<file path="src/rtl/alu_host_link.sv">
// alu_host_link: host-side initiator for the UART ALU link.
// Sends one command packet (opcode, operand A LSB-first, operand B LSB-first)
// and then assembles one little-endian response packet.
// Optional feature: define ALU_HOST_LINK_TIMEOUT_EN to end RECV after
// TIMEOUT_CYCLES_P silent cycles with rsp_timeout_o=1.
module alu_host_link #(
  parameter int OPERAND_WIDTH_P  = 32,
  parameter int TIMEOUT_CYCLES_P = 100000
) (
  input  logic                       clk_i,
  input  logic                       reset_ni,
  input  logic                       cmd_valid_i,
  output logic                       cmd_ready_o,
  input  logic [7:0]                 cmd_opcode_i,
  input  logic [OPERAND_WIDTH_P-1:0] cmd_a_i,
  input  logic [OPERAND_WIDTH_P-1:0] cmd_b_i,
  output logic [7:0]                 tx_data_o,
  output logic                       tx_valid_o,
  input  logic                       tx_ready_i,
  input  logic [7:0]                 rx_data_i,
  input  logic                       rx_valid_i,
  output logic                       rx_ready_o,
  output logic                       rsp_valid_o,
  input  logic                       rsp_ready_i,
  output logic [OPERAND_WIDTH_P-1:0] rsp_data_o,
  output logic                       rsp_timeout_o
);
  localparam int NB        = OPERAND_WIDTH_P / 8;
  localparam int PKT_BYTES = 1 + 2 * NB;
  localparam int PKT_W     = 8 * PKT_BYTES;
  localparam int IDX_W     = $clog2(PKT_BYTES + 1);

  typedef enum logic [1:0] {IDLE, SEND, RECV, DONE} state_e;

  state_e                     state_q, state_d;
  // Packet shift register: the byte on the wire is always bits [7:0].
  logic [PKT_W-1:0]           pkt_q, pkt_d;
  logic [IDX_W-1:0]           idx_q, idx_d;
  logic                       tx_valid_q, tx_valid_d;
  logic [OPERAND_WIDTH_P-1:0] rsp_q, rsp_d;
  // Goes high on the first edge after reset release; gates the ready outputs.
  logic                       live_q;
  logic                       tx_hs, rx_hs;

`ifdef ALU_HOST_LINK_TIMEOUT_EN
  localparam int TW = $clog2(TIMEOUT_CYCLES_P + 1);
  logic [TW-1:0] cnt_q, cnt_d;
  logic          tmo_q, tmo_d;
`endif

  assign tx_hs       = tx_valid_q && tx_ready_i;
  assign rx_hs       = rx_valid_i && rx_ready_o;
  assign cmd_ready_o = live_q && (state_q == IDLE);
  // Bytes arriving outside RECV are accepted and dropped to flush the line.
  assign rx_ready_o  = live_q && (state_q != DONE);
  assign tx_valid_o  = tx_valid_q;
  assign tx_data_o   = pkt_q[7:0];
  assign rsp_valid_o = (state_q == DONE);
  assign rsp_data_o  = rsp_q;
`ifdef ALU_HOST_LINK_TIMEOUT_EN
  assign rsp_timeout_o = tmo_q;
`else
  assign rsp_timeout_o = 1'b0;
`endif

  // Next-state and datapath updates for the IDLE/SEND/RECV/DONE sequence.
  always_comb begin
    state_d    = state_q;
    pkt_d      = pkt_q;
    idx_d      = idx_q;
    tx_valid_d = tx_valid_q;
    rsp_d      = rsp_q;
`ifdef ALU_HOST_LINK_TIMEOUT_EN
    cnt_d      = cnt_q;
    tmo_d      = tmo_q;
`endif
    unique case (state_q)
      IDLE: begin
        if (cmd_valid_i && cmd_ready_o) begin
          pkt_d      = {cmd_b_i, cmd_a_i, cmd_opcode_i};
          idx_d      = '0;
          tx_valid_d = 1'b1;
          state_d    = SEND;
        end
      end
      SEND: begin
        if (tx_hs) begin
          pkt_d = pkt_q >> 8;
          if (idx_q == IDX_W'(PKT_BYTES - 1)) begin
            state_d    = RECV;
            tx_valid_d = 1'b0;
            idx_d      = '0;
            rsp_d      = '0;
`ifdef ALU_HOST_LINK_TIMEOUT_EN
            cnt_d      = '0;
            tmo_d      = 1'b0;
`endif
          end else begin
            idx_d = idx_q + 1'b1;
          end
        end
      end
      RECV: begin
        if (rx_hs) begin
          for (int k = 0; k < NB; k++)
            if (idx_q == IDX_W'(k)) rsp_d[k*8 +: 8] = rx_data_i;
`ifdef ALU_HOST_LINK_TIMEOUT_EN
          cnt_d = '0;
`endif
          if (idx_q == IDX_W'(NB - 1)) state_d = DONE;
          else                         idx_d   = idx_q + 1'b1;
`ifdef ALU_HOST_LINK_TIMEOUT_EN
        end else if (cnt_q == TW'(TIMEOUT_CYCLES_P - 1)) begin
          // Partial result is kept as-is; only the flag marks it incomplete.
          cnt_d   = cnt_q + 1'b1;
          tmo_d   = 1'b1;
          state_d = DONE;
        end else begin
          cnt_d = cnt_q + 1'b1;
`endif
        end
      end
      DONE: begin
        if (rsp_ready_i) state_d = IDLE;
      end
      default: state_d = IDLE;
    endcase
  end

  // State and datapath registers; reset abandons any transaction in flight.
  always_ff @(posedge clk_i or negedge reset_ni) begin
    if (!reset_ni) begin
      state_q    <= IDLE;
      pkt_q      <= '0;
      idx_q      <= '0;
      tx_valid_q <= 1'b0;
      rsp_q      <= '0;
      live_q     <= 1'b0;
    end else begin
      state_q    <= state_d;
      pkt_q      <= pkt_d;
      idx_q      <= idx_d;
      tx_valid_q <= tx_valid_d;
      rsp_q      <= rsp_d;
      live_q     <= 1'b1;
    end
  end

`ifdef ALU_HOST_LINK_TIMEOUT_EN
  // Silence counter and timeout flag.
  always_ff @(posedge clk_i or negedge reset_ni) begin
    if (!reset_ni) begin
      cnt_q <= '0;
      tmo_q <= 1'b0;
    end else begin
      cnt_q <= cnt_d;
      tmo_q <= tmo_d;
    end
  end
`endif

endmodule

</file>
<file path="config.mk">
export PLATFORM = sky130hd
export DESIGN_NAME = alu_host_link
export DESIGN_NICKNAME = d
export VERILOG_FILES = /design/src/rtl/alu_host_link.sv
export SDC_FILE = /design/constraint.sdc
export NUM_CORES = 1
export LEC_CHECK = 0
export BUFFER_PORTS_ARGS = -buffer_cell sky130_fd_sc_hd__buf_2
export CAP_MARGIN = 30
export CORE_AREA = 2 2 148 150
export CTS_BUF_LIST = sky130_fd_sc_hd__clkbuf_8
export DETAILED_ROUTE_END_ITERATION = 16
export DIE_AREA = 0 0 150 152
export HOLD_SLACK_MARGIN = 0.15
export PLACE_DENSITY = 0.56
export RECOVER_POWER = 50
export SLEW_MARGIN = 30
export SYNTH_ARGS = -nofsm -noshare
export SYNTH_HDL_FRONTEND = slang
export SYNTH_SLANG_ARGS = --single-unit
</file>
<file path="constraint.sdc">
create_clock -name clk_i -period 2 [get_ports clk_i]
set_clock_uncertainty 0.15 [all_clocks]
set_input_delay 0.4 -clock clk_i [delete_from_list [all_inputs] [get_ports clk_i]]
set_output_delay 0.4 -clock clk_i [all_outputs]
set_load 0.03 [all_outputs]
</file>
==> metrics, run 1 <==
status finished, violations left; failing checks setup timing; Slew headroom 0.313; TritonCTS clock tree yes; final max-slew violation count 0; core footprint around 21000 sq um; Max Freq 0.485 GHz; Avg Synthesized Cell Area 11.1 sq um; Root Driver clkbuf_8; sequential area share after synthesis 0.537; # DRC 0; Congestion Overflow GR 0; sequential share of power 0.545; post-synth net total 567; maximum VDD drop 0.000282 V; Synth Register Bits approximately 110; port bufs ~130; Setup WS post-layout -61.9 ps; Gate power share 0.088; Clk pwr share 0.368; worst min-delay path class input pin to flip-flop; Num Clock Sinks about 110; worst-margin pin slew about 1000 ps; Post-Layout Cell Count a little under 1000; Final GP Congestion approximately 0.76; final hold violation count 0; initial core utilization 0.244; Final period util 1.03; fill count between 2000 and 2500; pwr/cell area 560 nW/um^2; Antenna Nets Post-Route 0; max-cap viol count 0; Critical Path Sink Type output port; Syn Std Cell Area 5220 sq um; switching part of the total 0.251; Ys Warns 0; vias in the first global route about 4300; DRT Pass-1 Iters 4; num rows 54; IO Pins 131; via/cell ratio 4.32; post-synthesis cell type count 36; Post-Layout Inst Area between 7000 and 8000 sq um; die width about 150 microns; Mapped Cells ~470; Int Power roughly 3.3 mW; Lkg Pwr between 4 and 5 nW; Area growth syn-to-layout 50.0%; vias about 4200; footprint of the multi-input gates 2490 sq um; sum of negative setup slack -1290 ps; NumNets Final between 700 and 800; RSZ-0062 raised after global routing yes; H-tree lvl count 3; Tmin final 2060 ps; die height around 150 microns; total track usage 0.122; Inserted Diodes 0; Worst setup SP type flip-flop; Power, Total ~4.4 mW; first-pass GRT wire length ~22 mm; Final HPWL DP a little over 9 mm; sequential cell area 2800 sq um; Post-Route WL 15.3 mm; final setup violation count 49; Clock Tree Buf Depth 2; crit path DAT around 1500 ps; Worst Path Required approximately 1500 ps; initial antenna violation count 1; worst-path fanout max 4; Clk Latency, worst-skew pair around 400 ps; detailed-route wire length per cell 15.7 microns; placed insts just under 900; kind of critical path flip-flop to output port; Area after DPL around 6400 sq um; switching pwr between 1 and 1.5 mW; die footprint between 20000 and 25000 sq um; largest net degree at the start of global routing 71; TritonCTS Buffers 9; clock-pin slew on the worst setup and hold paths around 120 ps; Initial DRC Count roughly 130; layout cell share with drive strength beyond 1 0.397
critical path, cell delays in order, from the launching register on:
cell and delay, ps:
dfrtp_1 460, inv_2 100, ha_4 170, buf_6 120, and2_4 130, buf_6 130
timing repair:
action | CTS | global route
pin swaps | 4 | 17
hold buffers | 56 | 5
endpoints found under the hold margin | 167 | 5
gates resized for setup | 28 | 99
setup buffers | 1 | 3
endpoints found under the setup margin | 36 | 112
gates cloned | 2 | 14
power by group through the flow:
stage	sequential (mW)	combinational, mW	clock (mW)
global placement	2.42	0.274	0
CTS	2.38	0.369	1.67
floorplan	2.41	0.120	0
finish	2.39	0.384	1.61
global route	2.40	0.433	1.76
detailed placement	2.43	0.278	0
cells in the final DEF (no fill, tap or decap), drive strengths merged, types with 2 or more instances in the layout:
master       synthesis  final
and2                10     10
o21ai               68     68
buf                 24    166
clkbuf              11     19
nand2               88     88
mux2                33     33
nand3                6      6
dlygate4sd3          0     61
a21o                 3      3
conb                 2      2
nand4                4      4
dfrtp              112    112
nand3b              10     10
bufinv               0      2
inv                  7     11
nor2                 3      3
ha                   9      9
mux2i               66     66
nor2b                2      2
a211o                1      3
kinds of logic after synthesis:
| logic type | share of synthesized area |
|---|---|
| AOI/OAI and AO/OA | 0.0873 |
| adders and majority gates | 0.0216 |
| buffers and inverters | 0.0403 |
| DFF | 0.537 |
| muxes | 0.198 |
| other | 0.00144 |
| and+or+nand+nor | 0.114 |
per-layer routing:
layer	vias to the layer above	routed length (microns)	share of wire	track usage
met5	-	13	0.00085	0
met4	2	163	0.011	0.0328
met3	16	1060	0.070	0.0471
met2	106	7310	0.48	0.199
met1	2016	6720	0.44	0.149
li1	2055	-	-	-
synth_stat cells, drive strengths merged:
library cell / count / area (sq um)
dfrtp: 112 / 2800
nand2: 88 / 330
o21ai: 68 / 340
mux2i: 66 / 661
mux2: 33 / 372
buf: 24 / 141
clkbuf: 11 / 42.5
and2: 10 / 62.6
nand3b: 10 / 75.1
ha: 9 / 113
inv: 7 / 26.3
nand3: 6 / 45.0
nand4: 4 / 31.3
a21o: 3 / 22.5
nor2: 3 / 11.3
conb: 2 / 7.51
nor2b: 2 / 12.5
a211o: 1 / 8.76
a211oi: 1 / 7.51
a21boi: 1 / 7.51
a21oi: 1 / 5.00
a221oi: 1 / 8.76
a22o: 1 / 8.76
a41oi: 1 / 8.76
and3b: 1 / 8.76
nand2b: 1 / 6.26
nor3: 1 / 5.00
nor3b: 1 / 7.51
o211ai: 1 / 7.51
o221ai: 1 / 8.76
o31ai: 1 / 21.3
registers in the layout (all words and copies together) (netlist names):
| signal | count |
|---|---|
| state_q | 2 |
| rsp_data_o | 32 |
| tx_valid_o | 1 |
| live_q | 1 |
| pkt_q | 72 |
| idx_q | 4 |
final timing paths:
kind,startpoint,end,slack (ps),depth (start not counted)
worst max-delay path,state_q[1],cmd_ready_o,-60,5
worst min-delay path,cmd_opcode_i[1],pkt_q[1],140,3
worst max register to register,state_q[0],rsp_data_o[12],-50,9
worst min register to register,pkt_q[68],pkt_q[68],320,2
max in group asynchronous,reset_ni,pkt_q[37],310,3
min in group asynchronous,reset_ni,rsp_data_o[12],170,2
area by class of cell:
cell class	count	share of cell area
Sequential cell	112	0.358
Clock inverter	7	0.0139
Timing Repair Buffer	237	0.246
Clock buffer	9	0.0158
Multi-Input combinational cell	320	0.318
Inverter	7	0.00336
Tap cell	280	0.0448
per-stage QoR:
| stage | utilization | hold WS [ps] | setup WS (ps) |
|---|---|---|---|
| 6_report | 0.367 | 138 | -61.9 |
| 5_1_grt | 0.367 | 153 | -122 |
| 4_1_cts | 0.344 | 151 | -82.7 |
| 3_5_place_dp | 0.298 | 55.9 | -61.9 |
| 3_3_place_gp | 0.298 | 56.6 | -20.0 |
| 2_1_floorplan | - | -45.6 | 28.1 |
(Power assumes the default switching activity.)
==> inputs of run 2 (changes only) <==
==> constraint.sdc (replaced) <==
create_clock -name clk_i -period 1.7 [get_ports clk_i]
set_clock_uncertainty 0.15 [all_clocks]
set_input_delay 0.34 -clock clk_i [delete_from_list [all_inputs] [get_ports clk_i]]
set_output_delay 0.34 -clock clk_i [all_outputs]
set_load 0.03 [all_outputs]
==> run 2 against run 1 <==
Compared with the run above:
- the run still ends with setup timing left
- setup slack lost 260 ps
- first-iteration DRC count is 36% higher
- sequential share of layout area down 1.3 points
- via count grew 3.5%
- count of clock-buffer cells in the layout did not move
- flip-flop and latch count stayed put
- non-clock buffer count is 22 higher
- critical path depth up 3
- critical path type is now flip-flop to flip-flop
==> metrics, run 2 (same netlist as run 1, synthesis figures left out) <==
final hold violation count 0 (unchanged); Crit. Startpoint state_q[0] (was state_q[1]); hold_sp rx_data_i[3] (was cmd_opcode_i[1]); IO Pins 131 (unchanged); final max-slew violation count 0 (unchanged); Top reg by flops pkt_q (unchanged); RR Startpoint state_q[0] (unchanged); worst stage delay on the critical path 420 ps (was 460 ps); vias 4341 (was 4195); Max Freq 0.495 GHz; Slew headroom 0.541 (was 0.313); Clock Tree Buf Depth 2 (unchanged); Hold WS 224 ps (was 138 ps); worst min-delay path class input pin to flip-flop (unchanged); Antenna Nets Post-Route 0 (unchanged); NumNets Final 803 (was 782); commonest non-fill, non-tap cell in the layout buf_2 (unchanged); vias in the first global route 4305 (was 4261); Gate power share 0.099 (was 0.088); cell repeated most along the worst path buf_6 (unchanged); TritonCTS Buffers 9 (unchanged); worst-margin pin slew 688 ps (was 1030 ps); Root Driver clkbuf_8 (unchanged); first-pass GRT wire length 22.1 mm (was 21.9 mm); slowest library cell on the worst path dfrtp_1 (unchanged); Area growth syn-to-layout 55.7% (was 50.0%); switching pwr 1.31 mW (was 1.10 mW); Worst Path Required 1830 ps (was 1450 ps); via/cell ratio 4.36 (was 4.32); detailed-route wire length per cell 16.1 microns (was 15.7 microns); port bufs 129 (unchanged); TritonCTS clock tree yes (unchanged); layout cell share with drive strength beyond 1 0.428 (was 0.397); Tmin final 2020 ps; final setup violation count 113 (was 49); Setup WS post-layout -322 ps (was -61.9 ps); Critical Path Sink Type flip-flop (was output port); sequential share of power 0.558 (was 0.545); H-tree lvl count 3 (unchanged); Place WS -237 ps (was -61.9 ps); # DRC 0 (unchanged); RSZ-0062 raised after global routing yes (unchanged); Post-Route WL 16.0 mm (was 15.3 mm); critical-path cell list buf_6, buf_6, ha_4, buf_6, a211o_4, clkbuf_16, nand2_4, o21ai_1 (was inv_2, ha_4, buf_6, and2_4, buf_6); num rows 54 (unchanged); crit path DAT 2150 ps (was 1510 ps); initial core utilization 0.244 (unchanged); max-cap viol count 0 (unchanged); switching part of the total 0.259 (was 0.251); core footprint 21400 sq um (unchanged); Final GP Congestion 0.740 (was 0.763); kind of critical path flip-flop to flip-flop (was flip-flop to output port); Initial DRC Count 181 (was 133); Buf+Inv Stages, Crit Path 4 (was 3); Final period util 1.19; initial antenna violation count 1 (unchanged); total track usage 0.122 (about the same); Num Clock Sinks 112 (unchanged); Clk pwr share 0.343 (was 0.368); die width 150 microns (unchanged); worst-path fanout max 8 (was 4); Congestion Overflow GR 0 (unchanged); pwr/cell area 622 nW/um^2 (was 560 nW/um^2); clock-pin slew on the worst setup and hold paths 120 ps (about the same); Int Power 3.74 mW (was 3.28 mW); failing checks setup timing (unchanged); Final HPWL DP 9.51 mm (was 9.22 mm); family with the most delay on the worst path buffers and inverters (was flip-flops); most frequent cells in the layout buf_2 (125), dfrtp_1 (110), dlygate4sd3_1 (73) (was buf_2 (126), dfrtp_1 (112), nand2_1 (71)); Lkg Pwr 4.36 nW (was 4.25 nW); die footprint 22800 sq um (unchanged); max reg flops 72 (unchanged); sum of negative setup slack -29920 ps (was -1290 ps); status finished, violations left (unchanged); Clk Latency, worst-skew pair 400 ps (about the same); maximum VDD drop 0.000539 V (was 0.000282 V); die height 152 microns (unchanged); post-layout util 0.380 (was 0.367); DRT Pass-1 Iters 4 (unchanged); Worst setup SP type flip-flop (unchanged); largest net degree at the start of global routing 49 (was 71)
## run 2: changes by cell type in the layout (fill, tap and decap cells not counted), moves of 8 or more
cell,before,now
mux2_2,33,16
mux2_4,0,17
buf_4,15,28
dlygate4sd3_1,61,73
nand2_1,71,61
o21ai_0,21,13
## run 2: per-stage QoR
stage          std cells  cell area, sq um  power (mW)
2_1_floorplan        472              5390        2.98
3_3_place_gp         889              6540        3.18
3_5_place_dp         889              6540        3.19
4_1_cts              980              7590        5.08
5_1_grt              994              8120        5.28
6_report             995              8120        5.05
## run 2: worst reg2reg max path: cells and delay by family (launching register included)
family          cells  cell delay, ps
simple gates        1              60
flops               1             420
buf+inv             4             610
compound gates      2             480
fa+ha+maj           1             180
## run 2: path summary, 6_finish.rpt
kind,end,slack (ps),cells past startpoint
worst min register to register,pkt_q[69],330,2
worst max-delay path,pkt_q[23],-320,8
worst max register to register,pkt_q[23],-320,8
min in group asynchronous,pkt_q[37],360,2
worst min-delay path,rsp_data_o[19],220,3
max in group asynchronous,rsp_data_o[15],200,3
## run 2: timing repair
item,4_1_cts,5_1_grt
hold buffers,73,0
endpoints found under the hold margin,184,0
pin swaps,9,24
cloned,0,11
buffers inserted,2,2
endpoints found under the setup margin,113,113
gates resized for setup,51,111
## run 2: final cells by class
class                      count  area (sq um)
fill                        2078         13200
sequential                   112          2810
multi-input combinational    319          2630
timing repair buffer         259          2090
tap                          280           350
clock buffer                   9           124
clock inverter                 7          86.3
inverter                       7          28.8
antenna                        2          5.00
## run 2: power by group through the flow
| stage | sequential (mW) | clock, mW | combinational (mW) |
|---|---|---|---|
| floorplan | 2.84 | 0 | 0.142 |
| global placement | 2.85 | 0 | 0.325 |
| detailed placement | 2.85 | 0 | 0.332 |
| CTS | 2.80 | 1.80 | 0.477 |
| global route | 2.83 | 1.90 | 0.556 |
| finish | 2.81 | 1.73 | 0.501 |
## run 2: layer usage
metal / track usage / share of wire / vias up
li1: - / - / 2098
met1: 0.155 / 0.43 / 2113
met2: 0.202 / 0.50 / 120
met3: 0.0417 / 0.063 / 10
met4: 0.0202 / 0.0073 / 0
met5: 0 / 0 / -
==> inputs of run 3 (changes only) <==
--- a/config.mk
+++ b/config.mk
@@ -12,7 +12,7 @@
 export DETAILED_ROUTE_END_ITERATION = 16
 export DIE_AREA = 0 0 150 152
 export HOLD_SLACK_MARGIN = 0.15
-export PLACE_DENSITY = 0.56
+export PLACE_DENSITY = 0.54
 export RECOVER_POWER = 50
 export SLEW_MARGIN = 30
 export SYNTH_ARGS = -nofsm -noshare
==> constraint.sdc (replaced) <==
create_clock -name clk_i -period 2.2 [get_ports clk_i]
set_clock_uncertainty 0.15 [all_clocks]
set_input_delay 0.44 -clock clk_i [delete_from_list [all_inputs] [get_ports clk_i]]
set_output_delay 0.44 -clock clk_i [all_outputs]
set_load 0.03 [all_outputs]
==> run 3 against run 2 <==
Compared with the run above:
- global-route usage decreased by 0.21 points
- the flow now finishes without violations
- count of clock-buffer cells in the layout unchanged
- via count decreased by 13%
- combinational power decreased by 47%
- largest cell class unchanged
- largest power group unchanged
- cell area decreased by 18%
- setup slack improved by 420 ps
- worst hold slack got worse by 45 ps
==> metrics, run 3 (same netlist as run 1, synthesis figures left out) <==
status finished clean (was finished, violations left); Post-Layout Inst Area 6670 sq um (was 8120 sq um); Post-Layout Cell Count 900 (was 995); commonest non-fill, non-tap cell in the layout dfrtp_1 (was buf_2); initial core utilization 0.244 (unchanged); worst-margin pin slew 762 ps (was 688 ps); R2R Setup Slk 110 ps (was -320 ps); Area after DPL 6280 sq um (was 6540 sq um); Place WS 60.9 ps (was -237 ps); most frequent cells in the layout dfrtp_1 (112), buf_2 (108), nand2_1 (88) (was buf_2 (125), dfrtp_1 (110), dlygate4sd3_1 (73)); vias 3776 (was 4341); largest net degree at the start of global routing 61 (was 49); DRT Pass-1 Iters 4 (unchanged); Top reg by flops pkt_q (unchanged); pwr/cell area 561 nW/um^2 (was 622 nW/um^2); sum of negative setup slack 0 ps (was -29920 ps); Post-Route WL 12.9 mm (was 16.0 mm); Clk Latency, worst-skew pair 390 ps (was 400 ps); Clock Tree Buf Depth 2 (unchanged); RSZ-0062 raised after global routing yes (unchanged); Final period util 0.955; first-pass GRT wire length 21.3 mm (was 22.1 mm); Slew headroom 0.492 (was 0.541); # DRC 0 (unchanged); total track usage 0.119 (was 0.122); Num Clock Sinks 112 (unchanged); final hold violation count 0 (unchanged); final max-slew violation count 0 (unchanged); Area growth syn-to-layout 27.8% (was 55.7%); Final GP Congestion 0.766 (was 0.740); Critical Path Sink Type output port (was flip-flop); placed insts 865 (was 889); Initial DRC Count 157 (was 181); die height 152 microns (unchanged); layout cell share with drive strength beyond 1 0.305 (was 0.428); kind of critical path flip-flop to output port (was flip-flop to flip-flop); worst min-delay path class input pin to flip-flop (unchanged); die footprint 22800 sq um (unchanged); core footprint 21400 sq um (unchanged); Max Freq about 0.48 GHz; NumNets Final 709 (was 803); vias in the first global route 3901 (was 4305); Worst setup SP type flip-flop (unchanged); IO Pins 131 (unchanged); die width 150 microns (unchanged); worst-path fanout max 3 (was 8); TritonCTS Buffers 9 (unchanged); Setup WS post-layout 98.8 ps (was -322 ps); Root Driver clkbuf_8 (unchanged); Worst Path Required 1610 ps (was 1830 ps); clock-pin slew on the worst setup and hold paths 120 ps (about the same); num rows 54 (unchanged); max-cap viol count 0 (unchanged); maximum VDD drop 0.000276 V (was 0.000539 V); max reg flops 72 (unchanged); initial antenna violation count 3 (was 1); H-tree lvl count 3 (unchanged); Final HPWL DP 9.25 mm (was 9.51 mm); TritonCTS clock tree yes (unchanged); Lkg Pwr 3.69 nW (was 4.36 nW); port bufs 129 (unchanged); Antenna Nets Post-Route 0 (unchanged); fill count 2266 (was 2078); final setup violation count 0 (was 113); via/cell ratio 4.20 (was 4.36); crit path DAT 1510 ps (was 2150 ps); Congestion Overflow GR 0 (unchanged); Tmin final between 2000 and 2500 ps; detailed-route wire length per cell 14.4 microns (was 16.1 microns); Power, Total 3.74 mW (was 5.05 mW)
-- run 3: cell count changes in the layout (fill, tap and decap cells not counted), moves of 14 or more --
cell	before	now
buf_2	125	108
buf_4	28	13
buf_6	14	0
clkbuf_1	1	19
dlygate4sd3_1	73	18
mux2_2	16	33
mux2_4	17	0
nand2_1	61	88
nand2_2	15	0
o21ai_0	13	67
o21ai_1	42	1
-- run 3: layer usage --
metal / wire (microns) / GRT usage / vias up
met4: 106 / 0.0256 / 4
met3: 1190 / 0.0607 / 12
met1: 5950 / 0.154 / 1750
li1: - / - / 1901
met2: 5650 / 0.180 / 109
met5: 23 / 0 / -
-- run 3: area by class of cell --
cell class | instances | area, sq um | share of cell area
Inverter | 7 | 26.3 | 0.00394
Clock inverter | 7 | 80.1 | 0.0120
Antenna cell | 1 | 2.50 | 0.000375
Timing Repair Buffer | 166 | 1020 | 0.153
Clock buffer | 9 | 124 | 0.0186
Multi-Input combinational cell | 318 | 2260 | 0.339
Sequential cell | 112 | 2800 | 0.420
Tap cell | 280 | 350 | 0.0526
-- run 3: report_power, final --
| group | switching, mW | internal [mW] |
|---|---|---|
| sequential | 0.0373 | 2.13 |
| combinational | 0.138 | 0.129 |
| clock | 0.766 | 0.542 |
| total | 0.941 | 2.80 |
-- run 3: metrics by stage --
step	hold WS, ps	util
after floorplan	-5.59	-
after global placement	258	0.294
after detailed placement	254	0.294
after CTS	150	0.312
after global routing	153	0.312
final	179	0.312
-- run 3: timing repair --
item,in CTS,in global routing
hold endpoints to repair,43,0
hold buffers,18,0
cloned,0,0
gates resized for setup,1,10
buffers inserted,0,0
endpoints found under the setup margin,1,58
-- run 3: worst max-delay path, stage by stage (launching register included) --
cell and delay, ps:
dfrtp_1 450, ha_1 240, buf_4 150, nor2b_1 100
buf_4 180
-- run 3: path summary, 6_finish.rpt --
check | start | to | cells after the start
setup / recovery | state_q[0] | rx_ready_o | 4
hold / removal | cmd_opcode_i[6] | pkt_q[6] | 3
setup reg to reg | idx_q[1] | state_q[1] | 7
hold reg to reg | pkt_q[69] | pkt_q[69] | 2
max in group asynchronous | reset_ni | idx_q[3] | 3
min in group asynchronous | reset_ni | pkt_q[68] | 2
